## src/rtl/clock_route_pkg.sv

```systemverilog
// Shared types and default parameters for the clock-route enable requester.
package clock_route_pkg;

  typedef enum logic [2:0] {
    ST_OFF,
    ST_ENABLING,
    ST_ON,
    ST_DISABLING,
    ST_FAULT
  } state_t;

  localparam int DEFAULT_SYNC_STAGES    = 2;
  localparam int DEFAULT_TIMEOUT_CYCLES = 256;

endpackage

```

## src/rtl/clock_route_sync.sv

```systemverilog
// Multi-flop level synchroniser bringing the remote-gate acknowledge into the requester clock.
module clock_route_sync #(
  parameter int STAGES = clock_route_pkg::DEFAULT_SYNC_STAGES
) (
  input  logic clock,
  input  logic async_resetn,
  input  logic d,
  output logic q
);

  logic [STAGES-1:0] flops;

  always_ff @(posedge clock or negedge async_resetn) begin
    if (!async_resetn) flops <= '0;
    else               flops <= {flops[STAGES-2:0], d};
  end

  assign q = flops[STAGES-1];

endmodule

```

## src/rtl/clock_route_enable_requester.sv

```systemverilog
// Level-handshake requester that asks a remote clock gate to start or stop and times out stalled transitions.
//   state        | meaning
//   OFF          | gate stopped and acknowledged low
//   ENABLING     | enable raised, waiting for ack high
//   ON           | gate running, ack confirmed high
//   DISABLING    | enable dropped, waiting for ack low
//   FAULT        | transition timed out, waiting for timeout_clear
module clock_route_enable_requester
  import clock_route_pkg::*;
#(
  parameter int SYNC_STAGES    = DEFAULT_SYNC_STAGES,
  parameter int TIMEOUT_CYCLES = DEFAULT_TIMEOUT_CYCLES
) (
  input  logic clock,
  input  logic async_resetn,
  input  logic req_enable,
  output logic async_enable,
  input  logic async_enable_ack,
  output logic status_enabled,
  output logic busy,
  output logic timeout_err,
  input  logic timeout_clear
);

  localparam int              CNT_W    = $clog2(TIMEOUT_CYCLES);
  localparam logic [CNT_W-1:0] CNT_TERM = CNT_W'(TIMEOUT_CYCLES - 1);

  state_t           state, state_next;
  logic [CNT_W-1:0] cnt, cnt_next;
  logic             enable_next;
  logic             ack_s;

  clock_route_sync #(.STAGES(SYNC_STAGES)) u_sync (
    .clock        (clock),
    .async_resetn (async_resetn),
    .d            (async_enable_ack),
    .q            (ack_s)
  );

  always_ff @(posedge clock or negedge async_resetn) begin
    if (!async_resetn) begin
      state          <= ST_OFF;
      cnt            <= '0;
      async_enable   <= 1'b0;
      status_enabled <= 1'b0;
      busy           <= 1'b0;
      timeout_err    <= 1'b0;
    end else begin
      state          <= state_next;
      cnt            <= cnt_next;
      async_enable   <= enable_next;
      status_enabled <= (state_next == ST_ON);
      busy           <= (state_next == ST_ENABLING) || (state_next == ST_DISABLING);
      timeout_err    <= (state_next == ST_FAULT);
    end
  end

  always_comb begin
    state_next  = state;
    cnt_next    = cnt;
    enable_next = async_enable;

    // Ack is tested before the terminal count so a same-edge ack never faults.
    case (state)
      ST_OFF: begin
        if (req_enable) state_next = ST_ENABLING;
        else if (ack_s) state_next = ST_DISABLING;
      end
      ST_ENABLING: begin
        if (ack_s)                  state_next = ST_ON;
        else if (cnt == CNT_TERM)   state_next = ST_FAULT;
      end
      ST_ON: begin
        if (!req_enable) state_next = ST_DISABLING;
        else if (!ack_s) state_next = ST_ENABLING;
      end
      ST_DISABLING: begin
        if (!ack_s)                 state_next = ST_OFF;
        else if (cnt == CNT_TERM)   state_next = ST_FAULT;
      end
      ST_FAULT: begin
        if (timeout_clear) state_next = ST_DISABLING;
      end
      default: state_next = ST_OFF;
    endcase

    if (state_next != state) begin
      cnt_next = '0;
    end else if ((state == ST_ENABLING || state == ST_DISABLING) && (cnt != '1)) begin
      cnt_next = cnt + 1'b1;
    end

    // FAULT keeps whatever level the faulting state was driving.
    case (state_next)
      ST_ENABLING, ST_ON:  enable_next = 1'b1;
      ST_OFF, ST_DISABLING: enable_next = 1'b0;
      default:             enable_next = async_enable;
    endcase
  end

endmodule

```

## config.mk

```make
export PLATFORM = sky130hd
export DESIGN_NAME = clock_route_enable_requester
export DESIGN_NICKNAME = d
export VERILOG_FILES = /design/src/rtl/clock_route_pkg.sv /design/src/rtl/clock_route_sync.sv /design/src/rtl/clock_route_enable_requester.sv
export SDC_FILE = /design/constraint.sdc
export NUM_CORES = 1
export LEC_CHECK = 0
export ABC_AREA = 0
export CAP_MARGIN = 20
export CORE_UTILIZATION = 60
export CTS_CLUSTER_DIAMETER = 40
export DETAILED_ROUTE_END_ITERATION = 16
export PLACE_DENSITY = 0.82
export SYNTH_ARGS = -nofsm -noshare
export SYNTH_HDL_FRONTEND = slang
export SYNTH_SLANG_ARGS = --single-unit
export TNS_END_PERCENT = 1
```

## constraint.sdc

```tcl
create_clock -name clock -period 3.3 [get_ports clock]
set_input_delay 0.66 -clock clock [delete_from_list [all_inputs] [get_ports clock]]
set_output_delay 0.66 -clock clock [all_outputs]
set_load 0.1 [all_outputs]
```

==> out/qor.yml <==
overflow: 0
ys_types: 49
start_kind: "primary input"
violations: "design-rule violations"
area_delta_synth_final_pct: 6.68
power_per_cell_area_nw_per_um2: 776
synth_nets: 106
whs_endpoint: "u_sync.flops[1]"
vdd_drop_max_v: 0.000529
swShare: 0.494
yosys.area_share.simple: 0.241
synth_top_area_share: 0.406
die_w_um: 43.8
synthCells: 100
ant_nets: 0
core_area_um2: 1580
p_leak_nw: 0.485
combPwrFrac: 0.498
nFillCells: 118
root_buffer: "clkbuf_4"
synth-edff-count: 0
antenna_found_initial: 0
synth_area_um2: 1050
yosys-top-cells-area: "dfrtp_1, nor2_1, xor2_1"
p_int_mw: 0.439
cts_resized: 0
wl_per_cell_um: 16.0
grt_pass1_wl_mm: 3.36
post_cts_buffers: 0
path_class: "primary input to register"
die-area_um2: 1920
synth_fa_ha_area_frac: 0.0119
reg2reg_depth: 5
yosys_warnings: 0
maxCapViolations: 0
firstDrtPassIters: 10
ys_ff_latch: 17
synth_top_cell_by_area: "dfrtp_1"
path_max_fanout: 8
seqPwrFrac: 0.372
gr-usage-all-layers: 0.242
worstSkewPairLatency_ps: 290
cts_tree: "built"
rrSetupSlack_ps: 1540
drt_iter0_markers: 20
setup_viol: 0
yosysSeqAreaShare: 0.406
fmax_mhz: 512
tns_ps: 0
cts.reportedPaths.clkPinSlew_ps: 90
portBuffers: 8
synthMuxAreaShare: 0.0191
cp.arrival_ps: 2130
dp.final_hpwl_mm: 1.44
gp_congestion: 0.794
clock_path_buffers: 2
fin_cells: 121
maxSlewHeadroom: 0.515
avgViaCountPerCell: 6.53
ys_top_cells_by_count: "dfrtp_1, nor2_1"
h-tree-depth: 1
start_util: 0.665
fin_crit_sh: 0.592
status: "complete, but fails checks"
hold_buffers: 0
synth-async-reset-ratio: 1.00
nNetsFinal: 112
clock_power_share: 0.129
drc: 1
pin_count: 9
hold_depth: 0
rr_startpoint: "cnt[0]"
skew_ps: 5.94
p_sw_mw: 0.429
fin_crit_ps: 1950
grt_max_degree: 18
slew_violations: 0
wl_mm: 1.93
vias: 790
crit_required_ps: 3480
end_kind: "register"
synth.most_common_cell: "dfrtp_1"
synth_compound_area_frac: 0.239
worstHoldStart: "u_sync.flops[0]"
hold_class: "register to register"
drive_gt1_frac: 0.210
tightest_slew_ps: 726
synth_area_per_cell_um2: 10.5
synth_xor_area_frac: 0.0251
synth_top_family_by_area: "simple AND/OR/NAND/NOR gates"
dp_cells: 117
num_antenna_cells: 0
cts.sinks: 17
rows: 14
rsz0062_at_grt: "no"
grt_pass1_vias: 727
hold_viol_final: 0
synth_flop_cell: "dfrtp_1"
numCtsBuffers: 3
r2r_end: "async_enable"
die_y_um: 43.8
per-layer routing:
metal,share of wire,global-route usage
met5,0,0
met2,0.46,0.370
met3,0.052,0.0375
met4,0,0.0750
met1,0.49,0.354
cell families (layout without fill, tap and decap cells):
kind of cell | after synthesis | in the layout
AO/OA/AOI/OAI | 26 | 26
XOR/XNOR | 3 | 3
buffers and inverters | 11 | 16
AND/OR/NAND/NOR | 40 | 40
adder cells (fa/ha/maj) | 1 | 1
multiplexers | 2 | 2
flip-flops | 17 | 17
sequential cells by signal (all words and copies together) (netlist names):
signal          flops
async_enable        1
status_enabled      1
busy                1
cnt                 8
timeout_err         1
u_sync.flops        2
state               3
stage by stage:
| stage | hold slack (ps) | power, mW | utilization | area [um2] | worst slack, ps |
|---|---|---|---|---|---|
| after floorplan | 331 | 0.677 | - | 1050 | 1600 |
| after global placement | 335 | 0.742 | 0.693 | 1090 | 1030 |
| after detailed placement | 340 | 0.752 | 0.693 | 1090 | 1040 |
| after CTS | 363 | 0.867 | 0.710 | 1120 | 1350 |
| after global routing | 364 | 0.915 | 0.710 | 1120 | 1270 |
| final | 360 | 0.868 | 0.710 | 1120 | 1350 |
worst max path at each step:
stage	startpoint	to	slack (ps)	cells after the start
floorplan	req_enable	cnt[6]	1600	5
global placement	req_enable	async_enable	1030	5
detailed placement	req_enable	status_enabled	1040	5
CTS	req_enable	status_enabled	1350	5
global route	req_enable	async_enable	1270	5
finish	req_enable	status_enabled	1350	5
layout make-up:
| cell class | instances | area [um2] | share of cell area |
|---|---|---|---|
| Multi-Input combinational cell | 72 | 562 | 0.502 |
| Sequential cell | 17 | 425 | 0.380 |
| Clock buffer | 4 | 26.3 | 0.0235 |
| Tap cell | 16 | 20.0 | 0.0179 |
| Timing Repair Buffer | 8 | 70.1 | 0.0626 |
| Inverter | 4 | 15.0 | 0.0134 |
power groups by stage:
stage               combinational, mW  sequential, mW  clock, mW
finish                          0.433           0.323      0.112
global placement                0.420           0.322          0
CTS                             0.431           0.321      0.115
global route                    0.464           0.331      0.120
detailed placement              0.428           0.325          0
floorplan                       0.271           0.406          0
worst max-delay path, stage by stage:
cell             delay (ps)
clkdlybuf4s50_1         530
a21o_1                  240
a2111oi_2               440
or2_1                   200
nor2_1                   60
cell usage in the layout, fill, tap and decap left out, drive strengths merged, types with 2 or more instances in the layout:
cell type	synthesis	routed
dfrtp	17	17
nor2	9	9
nand2	5	5
nand3	4	4
inv	4	4
a31oi	4	4
clkdlybuf4s50	0	4
buf	7	4
a21oi	4	4
clkbuf	0	4
a211oi	4	4
xor2	3	3
and3	3	3
nor3	3	3
a21o	2	2
mux2i	2	2
nand4	2	2
o41ai	2	2
or2	2	2
o211ai	2	2
Power figures use the tool's default switching activity.
